### src/rtl/pwm_capture_if.sv
// Register bus for the PWM capture peripheral: register select, write port and combinational read-back.
interface pwm_capture_if;
    logic [1:0]  A;
    logic [31:0] WD;
    logic        WE;
    logic [31:0] RD;

    modport master (output A, output WD, output WE, input RD);
    modport slave  (input A, input WD, input WE, output RD);
endinterface

### src/rtl/pwm_capture.sv
// PWM input capture: measures high time and period of PWM_IN in clk cycles and derives integer duty percent.
module pwm_capture #(
    parameter int CNT_W   = 24,
    parameter int TIMEOUT = 1_000_000
) (
    input  logic         clk,
    input  logic         rst,
    input  logic         PWM_IN,
    pwm_capture_if.slave bus
);

    localparam int               N_W     = CNT_W + 7;
    localparam logic [CNT_W-1:0] TMO_CNT = CNT_W'(TIMEOUT);

    typedef enum logic [1:0] {IDLE, WAIT_RISE, MEASURE} state_t;

    state_t           state, next_state;
    logic             sync_p0, s, s_d, rise;
    logic             en, valid, stuck, tmo;
    logic             en_next, wr_ctrl;
    logic             start, capture, tmo_fire;
    logic [CNT_W-1:0] cnt, hcnt, high, period;
    logic [6:0]       duty, quo;
    logic             div_busy;
    logic [2:0]       div_step;
    logic [N_W-1:0]   rem;
    logic [CNT_W-1:0] den;
    logic [N_W:0]     div_out;
    logic             div_done;
    logic [31:0]      rd;
    logic             unused_wd;

    function automatic logic [N_W-1:0] times100(input logic [CNT_W-1:0] h);
        logic [N_W-1:0] hx;
        hx = N_W'(h);
        return (hx << 6) + (hx << 5) + (hx << 2);
    endfunction

    // One restoring step: returns {quotient bit, new remainder}.
    function automatic logic [N_W:0] div_iter(input logic [N_W-1:0] r,
                                              input logic [CNT_W-1:0] d,
                                              input logic [2:0] sh);
        logic [N_W-1:0] dsh;
        dsh = N_W'(d) << sh;
        if (r >= dsh)
            return {1'b1, r - dsh};
        return {1'b0, r};
    endfunction

    assign unused_wd = ^{bus.WD[31:4], bus.WD[2]};
    assign wr_ctrl   = bus.WE && (bus.A == 2'd0);
    assign en_next   = wr_ctrl ? bus.WD[0] : en;
    assign rise      = s & ~s_d;

    // Input synchronizer and edge-detect delay.
    always_ff @(posedge clk or posedge rst) begin
        if (rst) begin
            sync_p0 <= 1'b0;
            s       <= 1'b0;
            s_d     <= 1'b0;
        end else begin
            sync_p0 <= PWM_IN;
            s       <= sync_p0;
            s_d     <= s;
        end
    end

    always_ff @(posedge clk or posedge rst) begin
        if (rst) state <= IDLE;
        else     state <= next_state;
    end

    // Clearing EN overrides everything else, so nothing is captured on that cycle.
    always_comb begin
        next_state = state;
        start      = 1'b0;
        capture    = 1'b0;
        tmo_fire   = 1'b0;
        case (state)
            IDLE: if (en) next_state = WAIT_RISE;
            WAIT_RISE: begin
                if (cnt == TMO_CNT) tmo_fire = 1'b1;
                else if (rise) begin
                    start      = 1'b1;
                    next_state = MEASURE;
                end
            end
            MEASURE: begin
                if (cnt == TMO_CNT) begin
                    tmo_fire   = 1'b1;
                    next_state = WAIT_RISE;
                end else if (rise) capture = 1'b1;
            end
            default: next_state = IDLE;
        endcase
        if (!en_next) begin
            next_state = IDLE;
            start      = 1'b0;
            capture    = 1'b0;
            tmo_fire   = 1'b0;
        end
    end

    always_ff @(posedge clk or posedge rst) begin
        if (rst) begin
            cnt  <= '0;
            hcnt <= '0;
        end else if (state == IDLE || !en_next || tmo_fire) begin
            cnt  <= '0;
            hcnt <= '0;
        end else if (start || capture) begin
            cnt  <= CNT_W'(1);
            hcnt <= CNT_W'(1);
        end else begin
            cnt <= cnt + CNT_W'(1);
            if (state == MEASURE) hcnt <= hcnt + CNT_W'(s);
        end
    end

    assign div_out  = div_iter(rem, den, div_step - 3'd1);
    assign div_done = div_busy && (div_step == 3'd0) && en_next && !tmo_fire && !capture;

    // A new capture always reloads the divider, so only the newest measurement reaches DUTY.
    always_ff @(posedge clk or posedge rst) begin
        if (rst) begin
            high     <= '0;
            period   <= '0;
            stuck    <= 1'b0;
            duty     <= '0;
            div_busy <= 1'b0;
            div_step <= '0;
            rem      <= '0;
            den      <= '0;
            quo      <= '0;
        end else begin
            if (capture) begin
                high   <= hcnt;
                period <= cnt;
            end else if (tmo_fire) begin
                high   <= '0;
                period <= '0;
                stuck  <= s;
                duty   <= s ? 7'd100 : 7'd0;
            end
            if (!en_next || tmo_fire) begin
                div_busy <= 1'b0;
            end else if (capture) begin
                div_busy <= 1'b1;
                div_step <= 3'd7;
                rem      <= times100(hcnt);
                den      <= cnt;
                quo      <= '0;
            end else if (div_busy) begin
                if (div_step != 3'd0) begin
                    rem      <= div_out[N_W-1:0];
                    quo      <= {quo[5:0], div_out[N_W]};
                    div_step <= div_step - 3'd1;
                end else begin
                    div_busy <= 1'b0;
                    duty     <= quo;
                end
            end
        end
    end

    // Hardware set beats a same-cycle write-one-to-clear.
    always_ff @(posedge clk or posedge rst) begin
        if (rst) begin
            en    <= 1'b0;
            valid <= 1'b0;
            tmo   <= 1'b0;
        end else begin
            en <= en_next;
            if (tmo_fire || div_done)      valid <= 1'b1;
            else if (wr_ctrl && bus.WD[1]) valid <= 1'b0;
            if (tmo_fire)                  tmo <= 1'b1;
            else if (wr_ctrl && bus.WD[3]) tmo <= 1'b0;
        end
    end

    always_comb begin
        rd = '0;
        case (bus.A)
            2'd0: rd = {28'd0, tmo, stuck, valid, en};
            2'd1: rd = 32'(high);
            2'd2: rd = 32'(period);
            2'd3: rd = 32'(duty);
            default: rd = '0;
        endcase
    end

    assign bus.RD = rd;

endmodule

### src/flat_wrapper.sv
// flat-port wrapper written by rule: the top's interface ports become plain ports
module pwm_capture_flat 
#(
    parameter int CNT_W   = 24,
    parameter int TIMEOUT = 1_000_000
)
  (clk, rst, PWM_IN, bus_A, bus_WD, bus_WE, bus_RD);
  pwm_capture_if bus_i ();
  input  logic clk;
  input  logic rst;
  input  logic PWM_IN;
  input wire logic [$bits(bus_i.A)-1:0] bus_A;
  input wire logic [$bits(bus_i.WD)-1:0] bus_WD;
  input wire logic [$bits(bus_i.WE)-1:0] bus_WE;
  output wire logic [$bits(bus_i.RD)-1:0] bus_RD;
  assign bus_i.A = bus_A;
  assign bus_i.WD = bus_WD;
  assign bus_i.WE = bus_WE;
  assign bus_RD = bus_i.RD;
  pwm_capture #(.CNT_W(CNT_W), .TIMEOUT(TIMEOUT)) u_core (.clk(clk), .rst(rst), .PWM_IN(PWM_IN), .bus(bus_i));
endmodule
### config.mk
export PLATFORM = sky130hd
export DESIGN_NAME = pwm_capture_flat
export DESIGN_NICKNAME = d
export VERILOG_FILES = /design/src/rtl/pwm_capture_if.sv /design/src/rtl/pwm_capture.sv /design/src/flat_wrapper.sv
export SDC_FILE = /design/constraint.sdc
export NUM_CORES = 1
export LEC_CHECK = 0
export ABC_CLOCK_PERIOD_IN_PS = 5540
export BUFFER_PORTS_ARGS = -buffer_cell sky130_fd_sc_hd__buf_2
export CAP_MARGIN = 20
export CELL_PAD_IN_SITES_DETAIL_PLACEMENT = 1
export CELL_PAD_IN_SITES_GLOBAL_PLACEMENT = 1
export CORE_MARGIN = 5
export CORE_UTILIZATION = 35
export DETAILED_ROUTE_END_ITERATION = 16
export GPL_TIMING_DRIVEN = 0
export PLACE_DENSITY_LB_ADDON = 0.08
export SYNTH_ARGS = -nofsm -noshare
export SYNTH_HDL_FRONTEND = slang
export SYNTH_SLANG_ARGS = --single-unit
### constraint.sdc
create_clock -name clk -period 5.54 [get_ports clk]
set_input_delay 1.108 -clock clk [delete_from_list [all_inputs] [get_ports clk]]
set_output_delay 1.108 -clock clk [all_outputs]
set_load 0.005 [all_outputs]
==> results.sh, run 1 <==
export IMPL_die_y_um=197
export IMPL_hp_start="u_core.sync_p0$_DFF_PP0_"
export IMPL_gp_congestion=0.802
export IMPL_wl_per_cell_um=21.5
export IMPL_synthDistinctLibCells=83
export IMPL_firstDrtPassIters=5
export IMPL_drc_errors=0
export IMPL_cts_buffer_depth=2
export IMPL_vias=9842
export IMPL_synth_cells=1296
export IMPL_port_buffers=30
export IMPL_synth_edf_count=0
export IMPL_syn_area_sq_um=12300
export IMPL_wirelength_um=39200
export IMPL_track_usage=0.204
export IMPL_power_density_nw_per_um2=480
export IMPL_cap_violations=0
export IMPL_routed_via_density=5.38
export IMPL_r2r_cells=18
export IMPL_worst_pin_slew_ns=0.920
export IMPL_areaGrowthSynthToFinish_pct=12.4
export IMPL_ys_warn_count=0
export IMPL_whs_endpoint="u_core.s$_DFF_PP0_"
export IMPL_clk_latency_ns=0.44
export IMPL_r2r_end="u_core.rem[25]$_DFFE_PP0P_"
export IMPL_fin_crit_sh=0.921
export IMPL_first_global_vias=10404
export IMPL_peakVddDrop_mv=0.196
export IMPL_die_w_um=197
export IMPL_rsz0062_at_grt="false"
export IMPL_start_util=0.355
export IMPL_ys_seq_elements=178
export IMPL_fmax_ghz=0.196
export IMPL_end_kind="flip-flop"
export IMPL_worst_setup_path_type="flip-flop to flip-flop"
export IMPL_grt_max_degree=38
export IMPL_antenna_found_initial=0
export IMPL_worstPathArrival_ns=5.46
export IMPL_antenna_left=0
export IMPL_finalSetupViolations=0
export IMPL_hold_viol=0
export IMPL_avgSynthCellArea_sq_um=9.48
export IMPL_dpl_hpwl_um=31000
export IMPL_p_total_w=0.00663
export IMPL_n_fill_cell=3983
export IMPL_start_kind="flip-flop"
export IMPL_grt_pass1_wl_um=62000
export IMPL_worstHoldPathCells=0
export IMPL_synth_main_ff_cell="dfrtp_1"
export IMPL_cts_made_buffers=17
export IMPL_final_cell_mix="nand2_1, dfrtp_1, nor2_1"
export IMPL_clkTransAtPathRegs_ns=0.07
export IMPL_tritoncts="yes"
export IMPL_reg2reg_slack_ns=0.44
export IMPL_crit_path_max_fanout=10
export IMPL_power_leakage_nw=6.53
export IMPL_core_sq_um=34600
export IMPL_cp_required_ns=5.89
export IMPL_nets=1511
export IMPL_ios=70
export IMPL_cts_sinks=178
export IMPL_outcome="complete, no violations"
export IMPL_final_common_cell="nand2_1"
export IMPL_synth_seq_area_share=0.363
export IMPL_antenna_diode_count=0
export IMPL_final_layout_size_suffix_gt1_frac=0.122
export IMPL_h_tree_depth=4
export IMPL_hp_class="flip-flop to flip-flop"
export IMPL_final_min_clock_period_ns=5.10
export IMPL_ys_async_sr_fraction=1.00
export IMPL_finalWorstSetupSlack_ns=0.437
export IMPL_timing_rr_start="u_core.div_step[0]$_DFFE_PP0P_"
export IMPL_preCtsSetupSlack_ns=-1.40
export IMPL_dieArea_sq_um=39000
export IMPL_drv_slew=0
export IMPL_gr_total_overflow=0
export IMPL_drtIter0Drc=548
export IMPL_max_slew_margin_rel=0.385
export IMPL_fin_worst_skew_ns=0.0109
export IMPL_num_rows=68
export IMPL_root_buffer="clkbuf_16"
-- state kept, by name (all words and copies together) (netlist names), 2 cells and up --
name             count
u_core.rem          31
u_core.cnt          24
u_core.den          24
u_core.hcnt         24
u_core.high         24
u_core.period       24
u_core.duty          7
u_core.quo           7
u_core.div_step      3
u_core.state         2
-- critical path, stage by stage, from the launching register on --
cell and delay (ns):
dfrtp_2 0.40, buf_2 0.27, clkinv_2 0.21, ha_1 0.49, buf_2 0.32, clkbuf_2 0.32, mux4_2 0.38, mux2i_1 0.23
ha_1 0.15, buf_2 0.21, nand4_1 0.21, nor3_2 0.27, nand4_1 0.19, a31oi_4 0.25, nor3_2 0.13, nor2_2 0.29
buf_4 0.28, o21ai_0 0.20, a22oi_1 0.21
-- logic make-up after synthesis --
family / after synthesis / synth area share
flip-flops: 178 / 0.363
adder cells (fa/ha/maj): 113 / 0.129
other: 1 / 0.000305
XOR/XNOR: 87 / 0.0620
AO/OA/AOI/OAI: 308 / 0.171
multiplexers: 54 / 0.0678
buffers and inverters: 99 / 0.0379
AND/OR/NAND/NOR: 456 / 0.170
-- synthesized netlist by cell type, types with 3 or more instances --
master    instances  area [sq um]
nand2_1         205           769
dfrtp_1         178          4450
nor2_1          112           420
ha_1             91          1140
a21oi_1          88           440
o21ai_0          44           220
xor2_1           44           385
xnor2_1          43           377
a22o_1           41           359
nand3_1          35           175
inv_1            32           120
mux2i_1          27           270
clkbuf_1         26          97.6
mux4_2           23           518
buf_2            22           110
fa_1             22           440
nand4_1          20           125
a21o_1           19           143
nor3_1           17          85.1
a221oi_1         15           131
and3_1           15          93.8
a22oi_1          13          97.6
buf_4            11          82.6
a31oi_1          10          62.6
o21ai_1          10          50.1
o21a_1            9          67.6
a211oi_1          8          60.1
nor2b_1           8          50.1
nand2b_1          7          43.8
o211ai_1          7          52.6
or3_1             7          43.8
nor4_1            6          37.5
o21bai_1          6          45.0
a221o_1           4          40.0
mux2_2            4          45.0
buf_1             3          11.3
buf_6             3          33.8
o22ai_1           3          18.8
o31a_1            3          26.3
o41ai_1           3          26.3
-- what timing repair did --
item | in CTS | in global routing
pin swaps | 0 | 0
setup buffers | 0 | 4
hold buffers | 0 | 0
setup endpoints to repair | 32 | 27
gates resized for setup | 9 | 7
-- where the power goes --
group,switching [W],leakage [nW],internal (W)
clock,0.000555,0.305,0.000732
sequential,0.000135,2.38,0.00147
combinational,0.00229,3.85,0.00145
total,0.00298,6.53,0.00365
-- routing by layer --
layer,track usage,share of wire,wire length (um),vias up
met1,0.293,0.49,19300,4988
met3,0.0205,0.019,737,13
met2,0.341,0.48,19000,91
met5,0,0,0,-
met4,0.0336,0.0055,216,0
li1,-,-,-,4750
-- worst max path at each step --
stage                                   startpoint                          to  slack [ns]  cells after the start
CTS                 u_core.div_step[0]$_DFFE_PP0P_  u_core.rem[25]$_DFFE_PP0P_        0.03                     18
global placement    u_core.div_step[0]$_DFFE_PP0P_  u_core.rem[25]$_DFFE_PP0P_       -1.36                     19
finish              u_core.div_step[0]$_DFFE_PP0P_  u_core.rem[25]$_DFFE_PP0P_        0.44                     18
detailed placement  u_core.div_step[0]$_DFFE_PP0P_  u_core.rem[25]$_DFFE_PP0P_       -1.40                     19
global route        u_core.div_step[0]$_DFFE_PP0P_  u_core.rem[29]$_DFFE_PP0P_        0.12                     17
floorplan           u_core.div_step[0]$_DFFE_PP0P_  u_core.rem[29]$_DFFE_PP0P_        0.42                     16
-- metrics by stage --
stage	cells	instance area [sq um]	hold slack, ns	TNS, ns	utilization
after floorplan	1303	12300	0.331	0	-
after global placement	1788	13000	0.338	-33.11	0.376
after detailed placement	1793	13100	0.338	-34.50	0.379
after CTS	1824	13800	0.355	0	0.398
after global routing	1828	13800	0.375	0	0.399
final	1828	13800	0.353	0	0.399
-- cell type report --
| cell class | count | area, sq um | share of cell area |
|---|---|---|---|
| Sequential cell | 178 | 4460 | 0.323 |
| Buffer | 64 | 342 | 0.0247 |
| Timing Repair Buffer | 39 | 280 | 0.0203 |
| Clock inverter | 9 | 118 | 0.00852 |
| Tap cell | 455 | 569 | 0.0412 |
| Multi-Input combinational cell | 1026 | 7410 | 0.537 |
| Inverter | 34 | 135 | 0.00978 |
| Clock buffer | 23 | 498 | 0.0361 |
(Power assumes the default switching activity.)
==> inputs of run 2 (changes only) <==
ABC_CLOCK_PERIOD_IN_PS = 6400   (was 5540)
SKIP_CTS_REPAIR_TIMING = 1   (was default)
clock period = 6.4 ns   (was 5.54 ns; I/O delays follow)
==> run 2 against run 1 <==
Core utilization shrank 0.34 points; via count is essentially flat; non-clock buffer count shrank 8; combinational power shrank 15%; worst hold slack gained 0.00055 ns; routed wire length shrank 1.3%; largest power group unchanged.
==> results.sh, run 2 (synthesized netlist as in run 1, its figures left out) <==
export IMPL_die_w_um=197
export IMPL_sequentialPowerShare=0.245
export IMPL_fin_worst_skew_ns=0.0162
export IMPL_final_layout_size_suffix_gt1_frac=0.110
export IMPL_die_y_um=197
export IMPL_cts_sinks=178
export IMPL_clk_latency_ns=0.45
export IMPL_reg2reg_slack_ns=0.39
export IMPL_num_rows=68
export IMPL_dpl_hpwl_um=30500
export IMPL_start_kind="flip-flop"
export IMPL_cap_violations=0
export IMPL_start_util=0.355
export IMPL_p_total_w=0.00573
export IMPL_dp_cells=1789
export IMPL_fin_cells=1820
export IMPL_n_fill_cell=3961
export IMPL_slowest_stage="dfrtp_1"
export IMPL_grt_met2_usage=0.331
export IMPL_power_leakage_nw=6.45
export IMPL_cts_made_buffers=17
export IMPL_final_cell_mix="nand2_1, dfrtp_1, nor2_1"
export IMPL_peakVddDrop_mv=0.181
export IMPL_hp_start="u_core.sync_p0$_DFF_PP0_"
export IMPL_critPathLaunch="u_core.div_step[0]$_DFFE_PP0P_"
export IMPL_swShare=0.449
export IMPL_slowest_delay_ns=0.69
export IMPL_vias=9850
export IMPL_outcome="complete, no violations"
export IMPL_track_usage=0.202
export IMPL_final_common_cell="nand2_1"
export IMPL_h_tree_depth=4
export IMPL_timing_rr_start="u_core.div_step[0]$_DFFE_PP0P_"
export IMPL_hold_viol=0
export IMPL_worst_pin_slew_ns=0.837
export IMPL_wl_per_cell_um=21.3
export IMPL_grt_pass1_wl_um=61000
export IMPL_dieArea_sq_um=39000
export IMPL_wirelength_um=38700
export IMPL_root_buffer="clkbuf_16"
export IMPL_finalSetupViolations=0
export IMPL_largest_reg_flops=31
export IMPL_gp_congestion=0.796
export IMPL_power_frac_comb=0.557
export IMPL_largest_register="u_core.rem"
export IMPL_fmax_ghz=0.166
export IMPL_power_density_nw_per_um2=418
export IMPL_firstDrtPassIters=5
export IMPL_worst_setup_path_type="flip-flop to flip-flop"
export IMPL_ios=70
export IMPL_drc_errors=0
export IMPL_cp_required_ns=6.76
export IMPL_finalSetupTns_ns=0
export IMPL_antenna_found_initial=0
export IMPL_cts_buffer_depth=2
export IMPL_gr_total_overflow=0
export IMPL_drtIter0Drc=455
export IMPL_end_kind="flip-flop"
export IMPL_grt_busiest_layer="met2"
export IMPL_rsz0062_at_grt="false"
export IMPL_core_sq_um=34600
export IMPL_p_int_w=0.00316
export IMPL_postLayoutCoreUtil=0.395
export IMPL_grt_max_degree=118
export IMPL_met1_usage=0.291
export IMPL_final_min_clock_period_ns=6.01
export IMPL_nets=1503
export IMPL_tritoncts="yes"
export IMPL_worstPathArrival_ns=6.37
export IMPL_crit_path_max_fanout=10
export IMPL_hp_class="flip-flop to flip-flop"
export IMPL_routed_via_density=5.41
export IMPL_areaGrowthSynthToFinish_pct=11.4
export IMPL_port_buffers=30
export IMPL_use_met3=0.0208
export IMPL_max_slew_margin_rel=0.440
export IMPL_first_global_vias=10256
export IMPL_antenna_diode_count=0
export IMPL_path_common_cell="clkbuf_2"
export IMPL_drv_slew=0
export IMPL_clockPowerShare=0.198
export IMPL_antenna_left=0
export IMPL_p_switching_w=0.00257
export IMPL_path_cells="clkbuf_2 -> clkinv_1 -> ha_1 -> clkbuf_2 -> clkbuf_2 -> mux4_2 -> mux2i_1 -> ha_1 -> buf_2 -> nand4_1 -> nor3_1 -> a22oi_1 -> a21boi_1 -> nor3_2 -> nor2_2 -> buf_2 -> o311ai_1 -> a22oi_1"
export IMPL_clkTransAtPathRegs_ns=0.07
export IMPL_timing_hold_ws_ns=0.353
export IMPL_fin_crit_sh=0.938
run 2: worst max-delay path: cells and delay by family (launching register included):
family,cells,cell delay [ns]
multiplexers,2,0.63
adder cells (fa/ha/maj),2,0.70
buffers and inverters,6,1.95
AO/OA/AOI/OAI,4,0.92
flip-flops,1,0.69
AND/OR/NAND/NOR,4,1.02
run 2: path summary, 6_finish.rpt:
| kind | cells past startpoint | to |
|---|---|---|
| min in group asynchronous | 2 | u_core.sync_p0$_DFF_PP0_ |
| hold / removal | 0 | u_core.s$_DFF_PP0_ |
| setup / recovery | 18 | u_core.rem[21]$_DFFE_PP0P_ |
| max in group asynchronous | 3 | u_core.high[18]$_DFFE_PP0P_ |
| hold reg to reg | 0 | u_core.s$_DFF_PP0_ |
| setup reg to reg | 18 | u_core.rem[21]$_DFFE_PP0P_ |
run 2: power by group through the flow:
stage / clock network, W / logic, W / registers, W
after floorplan: 0 / 0.00238 / 0.00137
final: 0.00114 / 0.00319 / 0.00140
after global routing: 0.00121 / 0.00349 / 0.00142
after global placement: 0 / 0.00312 / 0.00140
after CTS: 0.00116 / 0.00318 / 0.00138
after detailed placement: 0 / 0.00315 / 0.00140
run 2: per-layer routing:
metal / share of wire / wire length (um) / vias up
li1: - / - / 4762
met1: 0.49 / 19000 / 4959
met2: 0.48 / 18400 / 106
met3: 0.021 / 832 / 23
met4: 0.012 / 446 / 0
met5: 0 / 0 / -
run 2: per-stage QoR:
| stage | cell area [sq um] | worst slack (ns) |
|---|---|---|
| 2_1_floorplan | 12300 | 0.290 |
| 3_3_place_gp | 13000 | -2.25 |
| 3_5_place_dp | 13100 | -0.578 |
| 4_1_cts | 13700 | -0.606 |
| 5_1_grt | 13700 | 0.0204 |
| 6_report | 13700 | 0.394 |
run 2: area by class of cell:
class / count / area, sq um / share of cell area
multi-input cells: 1026 / 7400 / 0.540
flip-flops and latches: 178 / 4450 / 0.325
well taps: 455 / 569 / 0.0416
clock buffers: 20 / 437 / 0.0319
plain buffers: 64 / 335 / 0.0245
clock inverters: 12 / 181 / 0.0132
repair buffers: 31 / 178 / 0.0130
inverters: 34 / 138 / 0.0101
